<file path="src/rtl/fifo_pkg.sv">
// fifo_pkg -- shared helpers and constants for sync_fifo_param.
//   fifo_depth() : words held for a given address width
//   level_w()    : bits needed to count 0..DEPTH inclusive
//   th_legal()   : threshold range check, evaluated at elaboration
//   RST_LEVEL    : reset water level (flags decode from it, so it also
//                  defines the reset flag state: empty/almost_empty high)
//   RST_PULSE    : reset value of rd_valid and the error pulses
package fifo_pkg;

   localparam int   RST_LEVEL = 0;
   localparam logic RST_PULSE = 1'b0;

   function automatic int fifo_depth(input int addr_w);
      return 1 << addr_w;
   endfunction

   // DEPTH itself must be representable, hence DEPTH+1 values.
   function automatic int level_w(input int addr_w);
      return $clog2(fifo_depth(addr_w) + 1);
   endfunction

   function automatic bit th_legal(input int addr_w, input int afull_th,
                                   input int aempty_th);
      return (afull_th >= 1) && (afull_th <= fifo_depth(addr_w)) &&
             (aempty_th >= 0) && (aempty_th <= fifo_depth(addr_w) - 1);
   endfunction

endpackage

</file>
<file path="src/rtl/fifo_sdp_ram.sv">
// fifo_sdp_ram -- DATA_W x 2**ADDR_W simple dual-port RAM.
//   clk, rst_n        : clock, async active-low reset (read register only;
//                       the array itself is never cleared)
//   we, waddr, wdata  : write port
//   re, raddr, rdata  : read port. REG_RD=1 gives a registered read
//                       (rdata updates the edge after re); REG_RD=0 gives a
//                       combinational tap of mem[raddr], re ignored.
module fifo_sdp_ram #(
   parameter int DATA_W = 8,
   parameter int ADDR_W = 8,
   parameter bit REG_RD = 1'b1
) (
   input  logic              clk,
   input  logic              rst_n,
   input  logic              we,
   input  logic [ADDR_W-1:0] waddr,
   input  logic [DATA_W-1:0] wdata,
   input  logic              re,
   input  logic [ADDR_W-1:0] raddr,
   output logic [DATA_W-1:0] rdata
);

   logic [DATA_W-1:0] mem [2**ADDR_W];

   always_ff @(posedge clk) begin
      if (we) mem[waddr] <= wdata;
   end

   generate
      if (REG_RD) begin : g_reg_rd
         always_ff @(posedge clk or negedge rst_n) begin
            if (!rst_n)  rdata <= '0;
            else if (re) rdata <= mem[raddr];
         end
      end else begin : g_tap_rd
         assign rdata = mem[raddr];
      end
   endgenerate

endmodule

</file>
<file path="src/rtl/sync_fifo_param.sv">
// sync_fifo_param -- single-clock FIFO with water level, programmable
// almost-full/almost-empty thresholds and overflow/underflow pulses.
// Build option: define FIFO_FWFT_EN for first-word-fall-through reads
// (rd_data is a combinational view of the head word, rd_valid = !empty);
// otherwise reads have one registered cycle of latency.
// Ports:
//   sys_clk, sys_rst_n     : clock, async active-low reset
//   wr_en, wr_data         : push request (ignored while full)
//   rd_en                  : pop request (ignored while empty)
//   rd_data, rd_valid      : read data and its qualifier
//   full, empty            : level == DEPTH / level == 0
//   almost_full            : level >= AFULL_TH
//   almost_empty           : level <= AEMPTY_TH
//   water_level            : words stored, 0..DEPTH
//   overflow, underflow    : one-cycle pulse after a rejected push / pop
module sync_fifo_param
   import fifo_pkg::*;
#(
   parameter int DATA_W    = 8,
   parameter int ADDR_W    = 8,
   parameter int AFULL_TH  = 252,
   parameter int AEMPTY_TH = 4
) (
   input  logic              sys_clk,
   input  logic              sys_rst_n,
   input  logic              wr_en,
   input  logic [DATA_W-1:0] wr_data,
   input  logic              rd_en,
   output logic [DATA_W-1:0] rd_data,
   output logic              rd_valid,
   output logic              full,
   output logic              empty,
   output logic              almost_full,
   output logic              almost_empty,
   output logic [ADDR_W:0]   water_level,
   output logic              overflow,
   output logic              underflow
);

   localparam int DEPTH = fifo_depth(ADDR_W);
   localparam int LW    = level_w(ADDR_W);
   localparam logic [LW-1:0] DEPTH_L  = LW'(DEPTH);
   localparam logic [LW-1:0] AFULL_L  = LW'(AFULL_TH);
   localparam logic [LW-1:0] AEMPTY_L = LW'(AEMPTY_TH);

   generate
      if (!th_legal(ADDR_W, AFULL_TH, AEMPTY_TH)) begin : g_bad_th
         $error("sync_fifo_param: AFULL_TH/AEMPTY_TH out of range");
      end
   endgenerate

   logic [ADDR_W-1:0] wr_ptr, rd_ptr;
   logic [LW-1:0]     level;
   logic              wr_acc, rd_acc;

   // Acceptance uses the flags of the current (pre-edge) level, so a
   // simultaneous pair at full keeps only the pop, at empty only the push.
   assign wr_acc = wr_en && !full;
   assign rd_acc = rd_en && !empty;

   // Level alone tells full from empty; pointers are free-running mod DEPTH.
   assign full         = (level == DEPTH_L);
   assign empty        = (level == '0);
   assign almost_full  = (level >= AFULL_L);
   assign almost_empty = (level <= AEMPTY_L);
   assign water_level  = level;

   always_ff @(posedge sys_clk or negedge sys_rst_n) begin
      if (!sys_rst_n) begin
         wr_ptr    <= '0;
         rd_ptr    <= '0;
         level     <= LW'(RST_LEVEL);
         overflow  <= RST_PULSE;
         underflow <= RST_PULSE;
      end else begin
         if (wr_acc) wr_ptr <= wr_ptr + 1'b1;
         if (rd_acc) rd_ptr <= rd_ptr + 1'b1;
         case ({wr_acc, rd_acc})
            2'b10:   level <= level + 1'b1;
            2'b01:   level <= level - 1'b1;
            default: level <= level;
         endcase
         overflow  <= wr_en && full;
         underflow <= rd_en && empty;
      end
   end

`ifdef FIFO_FWFT_EN
   fifo_sdp_ram #(.DATA_W(DATA_W), .ADDR_W(ADDR_W), .REG_RD(1'b0)) u_ram (
      .clk(sys_clk), .rst_n(sys_rst_n),
      .we(wr_acc), .waddr(wr_ptr), .wdata(wr_data),
      .re(rd_acc), .raddr(rd_ptr), .rdata(rd_data)
   );

   // Head word is presented whenever something is stored; rd_en only pops.
   assign rd_valid = !empty;
`else
   logic rd_valid_q;

   fifo_sdp_ram #(.DATA_W(DATA_W), .ADDR_W(ADDR_W), .REG_RD(1'b1)) u_ram (
      .clk(sys_clk), .rst_n(sys_rst_n),
      .we(wr_acc), .waddr(wr_ptr), .wdata(wr_data),
      .re(rd_acc), .raddr(rd_ptr), .rdata(rd_data)
   );

   always_ff @(posedge sys_clk or negedge sys_rst_n) begin
      if (!sys_rst_n) rd_valid_q <= RST_PULSE;
      else            rd_valid_q <= rd_acc;
   end

   assign rd_valid = rd_valid_q;
`endif

endmodule

</file>
<file path="config.mk">
export PLATFORM = sky130hd
export DESIGN_NAME = sync_fifo_param
export DESIGN_NICKNAME = d
export VERILOG_FILES = /design/src/rtl/fifo_pkg.sv /design/src/rtl/fifo_sdp_ram.sv /design/src/rtl/sync_fifo_param.sv
export SDC_FILE = /design/constraint.sdc
export NUM_CORES = 2
export LEC_CHECK = 0
export CAP_MARGIN = 10
export CORE_MARGIN = 2
export CORE_UTILIZATION = 55
export DETAILED_ROUTE_END_ITERATION = 10
export GPL_TIMING_DRIVEN = 1
export MAX_ROUTING_LAYER = met4
export PLACE_DENSITY_LB_ADDON = 0.12
export SYNTH_ARGS = -nofsm -noshare
export SYNTH_HDL_FRONTEND = slang
export SYNTH_SLANG_ARGS = --single-unit
</file>
<file path="constraint.sdc">
create_clock -name sys_clk -period 6.6 [get_ports sys_clk]
set_input_delay 0.99 -clock sys_clk [delete_from_list [all_inputs] [get_ports sys_clk]]
set_output_delay 0.99 -clock sys_clk [all_outputs]
set_load 0.01 [all_outputs]
</file>
After elaboration in Yosys (flattened, before gate mapping) --
Memories as Yosys holds them, arrays and structs flattened. A register that Yosys moved wholly into a read port is not among the register bits. Index checks and enable logic that the tools add are counted.
Storage, ports and cells: flip-flop bits (word level) 28, bits in writable memories 2048, output and inout port bits 24, memories kept 1
Operators by class: add/sub/neg operators 4, order comparisons 2, equal/unequal tests 3, mux-type cells 3, reductions and logical operators 9
Memory list:
- u_ram.mem | depth 256, bits a word 8, read ports 1, clocked after Yosys merged registers in 1, write ports 1, line fifo_sdp_ram.sv:23 | logic [DATA_W-1:0] mem [2**ADDR_W];
Operators with widths (number):
- one-hot mux 9 bit (2 select lines) | 1
- adder 8 x 1 -> 8 bit, second input constant | 2
- adder 9 x 1 -> 9 bit, second input constant | 1
- equality test 9 bit, second input constant | 1
- greater-or-equal comparator 9 x 8 -> 1 bit, second input constant | 1
- less-or-equal comparator 9 x 3 -> 1 bit, second input constant | 1
- zero test 9 bit | 1
- subtractor 9 x 1 -> 9 bit, second input constant | 1
- logical AND 1 bit | 4
- zero test 1 bit | 3
- equality test 2 x 1 -> 1 bit, second input constant | 1
- equality test 2 bit, second input constant | 1
- two-way mux 1 bit | 2
- nonzero test 2 bit | 1

Depth between registers and ports, before layout --
depth in word-level cells 5, gate-level depth with buffers 17, mapped depth without buffers 16

Cells and area by module --
Synthesis repeated with hierarchy kept, for this count alone.
Second synthesis, totals: cells, all modules 3972, area, all modules 81585.7 um2
By module, submodules not included:
- fifo_sdp_ram | instances 1, cells an instance 3816, area each 79961.7 um2, sequential area each 61699.2 um2
- sync_fifo_param | instances 1, cells an instance 156, area each 1624.1 um2, sequential area each 700.7 um2

Least setup slack after synthesis --
No wires, ideal clock.
path kind reg-to-reg, start register level[3], in the netlist water_level[3], end register level[7], in the netlist water_level[7], library setup time 0.137 ns, arrival 3.782 ns, setup slack 2.680 ns, cell stages (with the launch flop) 16, buffers on the path 1, path through dfrtp_1 -> or4_1 -> nor4b_1 -> nand2b_1 -> buf_2 -> inv_1 -> ha_1 -> ha_1 -> a21o_1 -> a21oi_1 -> o21ai_0 -> a21oi_1 -> o21bai_1 -> a21oi_1 -> xor2_1 -> o21ai_0
Between the ends: longest elaborated chain between the ends 5
RTL lines:
- start, declared | line sync_fifo_param.sv:53 | logic [LW-1:0] level;
- start signal, assigned | line sync_fifo_param.sv:72 | level <= LW'(RST_LEVEL);
- start signal, assigned | line sync_fifo_param.sv:79 | 2'b10: level <= level + 1'b1;
- start signal, assigned | line sync_fifo_param.sv:80 | 2'b01: level <= level - 1'b1;
- zero test 9 bit (*) | line sync_fifo_param.sv:63 | assign empty = (level == '0);
- net empty | line sync_fifo_param.sv:32 | output logic empty,
- zero test 1 bit (*) | line sync_fifo_param.sv:59 | assign rd_acc = rd_en && !empty;
- logical AND 1 bit (*) | line sync_fifo_param.sv:59
- net rd_acc | line sync_fifo_param.sv:54 | logic wr_acc, rd_acc;
- equality test 2 x 1 -> 1 bit or equality test 2 bit (tied branches) | line sync_fifo_param.sv:78 | case ({wr_acc, rd_acc})
- one-hot mux 9 bit (2 select lines) or nonzero test 2 bit (tied branches)
The timed path passes the listed nets; every way through them passes the cells marked *. A chain may end at the register's enable or synchronous reset.

Worst setup path after layout --
start register level[4], in the netlist water_level[4], end register level[7], in the netlist water_level[7]
Between the ends: longest elaborated chain between the ends 5
RTL lines (line):
- zero test 9 bit (*) | sync_fifo_param.sv:63
- zero test 1 bit (*) | sync_fifo_param.sv:59
- logical AND 1 bit (*) | sync_fifo_param.sv:59
- net rd_acc | sync_fifo_param.sv:54
- equality test 2 x 1 -> 1 bit or equality test 2 bit (tied branches) | sync_fifo_param.sv:78
- one-hot mux 9 bit (2 select lines) or nonzero test 2 bit (tied branches)
Marks and branches as above.

==> impl_metrics.py <==
metrics = {
    "cts": {
        "clock-sinks": 2084,
        "clock_latency_ps": 830,
        "clockRootBuffer": "clkbuf_16",
        "cts_buffers": 203,
        "cts_setup_buffers": 0,
        "worst_setup_hold_path_clk_slew_ps": 60,
        "cts_max_level": 4,
        "cts_tree": "yes",
        "cts-hold-fix-buffers": 0,
        "clock_tree.buffer_depth": 3,
        "ctsResizeCount": 0,
    },
    "die": {
        "num_io_pins": 36,
        "std_cell_rows": 140,
        "die_width_microns": 388,
        "die_height_microns": 388,
        "full_die_area_sq_mm": 0.151,
        "floorplan.initialDensity": 0.556,
        "coreArea_sq_mm": 0.146,
    },
    "pwr": {
        "total_power_uw": 37100,
        "p_per_area_mw_per_mm2": 412,
        "vdd.ir_drop.worst_uv": 390,
        "cellLeakagePower_uw": 0.0281,
    },
    "synthesis": {
        "synth_area_sq_mm": 0.0812,
        "yosys_warnings": 0,
        "postSynthCellCount": 3808,
        "synth_seq_cells": 2084,
        "synth_compound_area_frac": 0.0249,
        "synth_mux_area_frac": 0.160,
        "synthFlopType": "edfxtp_1",
        "yosysUniqueCellTypes": 69,
        "synth_enable_flop_cells": 2048,
        "post_synth_fa_ha_maj_area_fraction": 0.00225,
        "nets_in_the_synthesized_netlist": 3834,
        "register_area_share_after_synthesis": 0.769,
        "synthSimpleGateAreaFrac": 0.0263,
        "syn_avg_cell_area_sq_um": 21.3,
        "combinational_family_with_the_most_area_after_synthesis": "multiplexers",
        "synth_async_sr_flop_share": 0.0173,
        "yosys.area_share.xor_xnor": 0.00237,
    },
    "sta": {
        "timing.final.max_slew_violations": 0,
        "final_min_period_over_clock_period": 0.691,
        "relSlewSlack": 0.196,
        "skew_ps": 29.9,
        "report.final.setup_viol": 0,
        "hold_viol_final": 0,
        "grt_setup_unrepaired": "false",
        "post-route-min-period_ps": 4560,
        "achievable-frequency_ghz": 0.219,
        "worst-slew-pin-transition_ps": 1210,
        "setup_total_negative_slack_ps": 0,
    },
    "cells_and_area": {
        "finish.instance_area_sq_mm": 0.0902,
        "fin_util": 0.617,
        "syn_to_final_growth_pct": 11.1,
        "layout-drive-gt1-share": 0.224,
        "num-nets-final": 3939,
    },
    "routing": {
        "totalWireLength_microns": 213000,
        "drc": 0,
        "dr.first_iter.drc_count": 5459,
        "drt.antenna.violating_nets": 0,
        "route.detailed.wl_per_inst_microns": 35.4,
        "avgViaCountPerCell": 6.68,
        "drt-pass1-iter-count": 5,
        "via_count": 40200,
    },
    "place": {
        "port_buffers": 35,
        "dpl.hpwl_microns": 129000,
        "gp_congestion": 0.884,
        "placed_cell_area_sq_mm": 0.0836,
    },
    "grt": {
        "first_global_vias": 40100,
        "first_pass_grt_wire_length_microns": 302000,
        "grt.overflow.total": 0,
        "maximum_number_of_pins_on_one_net_before_global_route_repair": 174,
        "antenna_found_initial": 7,
        "groute.usage.overall": 0.294,
    },
    "critical_path": {
        "timing.critical_path.slowest_stage_cell": "nand2b_1",
        "criticalPathCategory": "reg2reg",
        "critPathRequiredTime_ps": 7280,
        "cp-end-kind": "flip-flop",
        "critical_path.max_fanout": 13,
        "cp_cell_sequence": "or4_1, nor4b_1, nand2b_1, inv_1, ha_1, ha_1, a21o_1, a21oi_1, o21ai_0, a21oi_1, o21bai_1, a21oi_1, xor2_1, o21ai_0",
        "critical_path.most_common_cell": "a21oi_1",
        "critical-path-max-stage-delay_ps": 610,
        "cp_data_arrival_time_ps": 5240,
        "timing.critical_path.from_type": "flip-flop",
    },
    "outcome": {
        "run_status": "complete, no violations",
    },
    "hold_path": {
        "worstHoldPathType": "in2async",
    },
    "run": {
        "drv_cap": 0,
    },
}
-- sequential cells by signal (all words and copies together) (netlist names) --
register and cells:
overflow 1, water_level 9, rd_valid 1, underflow 1, wr_ptr 8, u_ram.mem 2048, rd_ptr 8, u_ram.rdata 8
-- final cells by class --
cell class | instances | area [sq um]
sequential | 2084 | 62400
timing repair buffer | 123 | 1250
antenna | 7 | 17.5
clock inverter | 130 | 1150
fill | 10000 | 55900
tap | 1917 | 2400
multi-input combinational | 1487 | 17500
inverter | 14 | 55.1
clock buffer | 246 | 5400
-- power breakdown --
| part | switching (uW) | internal, uW |
|---|---|---|
| combinational | 6350 | 4270 |
| sequential | 414 | 14700 |
| clock | 4860 | 6510 |
-- worst max-delay path, delay by kind of cell (launching register included) --
kind	cells	cell delay, ps
and+or+nand+nor	3	1580
AOI/OAI and AO/OA	7	1120
adders and majority gates	2	780
DFF	1	430
buffers and inverters	1	340
xor gates and xnor gates	1	160
-- routing by layer --
| layer | vias to the layer above | GRT usage | wire (microns) | share of wire |
|---|---|---|---|---|
| li1 | 16100 | - | - | - |
| met1 | 21500 | 0.411 | 84000 | 0.40 |
| met2 | 2265 | 0.437 | 100000 | 0.47 |
| met3 | 354 | 0.0649 | 21300 | 0.10 |
| met4 | 0 | 0.0940 | 6910 | 0.033 |
| met5 | - | - | 0 | 0 |
-- cells in the final DEF, fill, tap and decap left out, drive strengths merged, types with 34 or more instances in the layout --
cell type and count:
edfxtp 2048, mux4 505, nor2 282, clkbuf 254, mux2i 148, nand2 105, clkinv 104, buf 89
a21oi 62, dfrtp 36, a22oi 34
-- cell usage after synthesis (13+ instances only) --
| master | count | share of area |
|---|---|---|
| a211oi_1 | 18 | 0.0017 |
| a21oi_1 | 62 | 0.0038 |
| a221oi_1 | 27 | 0.0029 |
| a22oi_1 | 34 | 0.0031 |
| buf_1 | 23 | 0.0011 |
| buf_2 | 50 | 0.0031 |
| buf_4 | 25 | 0.0023 |
| buf_6 | 29 | 0.0040 |
| clkbuf_1 | 94 | 0.0043 |
| dfrtp_1 | 36 | 0.011 |
| edfxtp_1 | 2048 | 0.76 |
| ha_1 | 13 | 0.0020 |
| inv_1 | 13 | 0.00060 |
| mux2i_1 | 148 | 0.018 |
| mux4_2 | 505 | 0.14 |
| nand2_1 | 105 | 0.0049 |
| nand2b_1 | 14 | 0.0011 |
| nand3_1 | 17 | 0.0010 |
| nor2_1 | 282 | 0.013 |
| nor2b_1 | 25 | 0.0019 |
| nor3_1 | 16 | 0.00099 |
| o21ai_0 | 27 | 0.0017 |
| o221ai_1 | 19 | 0.0021 |
| o22ai_1 | 27 | 0.0021 |
| xnor2_1 | 18 | 0.0019 |
-- final timing paths --
check	start	to	slack (ps)	cells past startpoint
max	water_level[4]$_DFFE_PN0P_	water_level[7]$_DFFE_PN0P_	2040	14
min	sys_rst_n	underflow$_DFF_PN0_	310	1
max reg2reg	water_level[4]$_DFFE_PN0P_	water_level[7]$_DFFE_PN0P_	2040	14
min reg2reg	rd_ptr[7]$_DFFE_PN0P_	rd_ptr[7]$_DFFE_PN0P_	540	1
max in group asynchronous	sys_rst_n	rd_ptr[3]$_DFFE_PN0P_	5570	1
min in group sys_clk	rd_ptr[7]$_DFFE_PN0P_	rd_ptr[7]$_DFFE_PN0P_	540	1
-- through the flow --
stage / setup slack [ps] / cells / hold slack (ps)
floorplan: 2680 / 3808 / 480
global route: 1620 / 6004 / 366
global placement: 1870 / 5625 / 506
finish: 2040 / 6008 / 315
detailed placement: 1910 / 5625 / 525
CTS: 2000 / 6001 / 287
-- cell families (layout without fill, tap and decap cells) --
family,Yosys count,after routing
other,0,7
AO/OA/AOI/OAI,290,290
multiplexers,662,662
adder cells (fa/ha/maj),14,14
AND/OR/NAND/NOR,499,499
buffers and inverters,237,513
XOR/XNOR,22,22
flip-flops,2084,2084
Note: power is estimated with default switching activity, not from simulation.
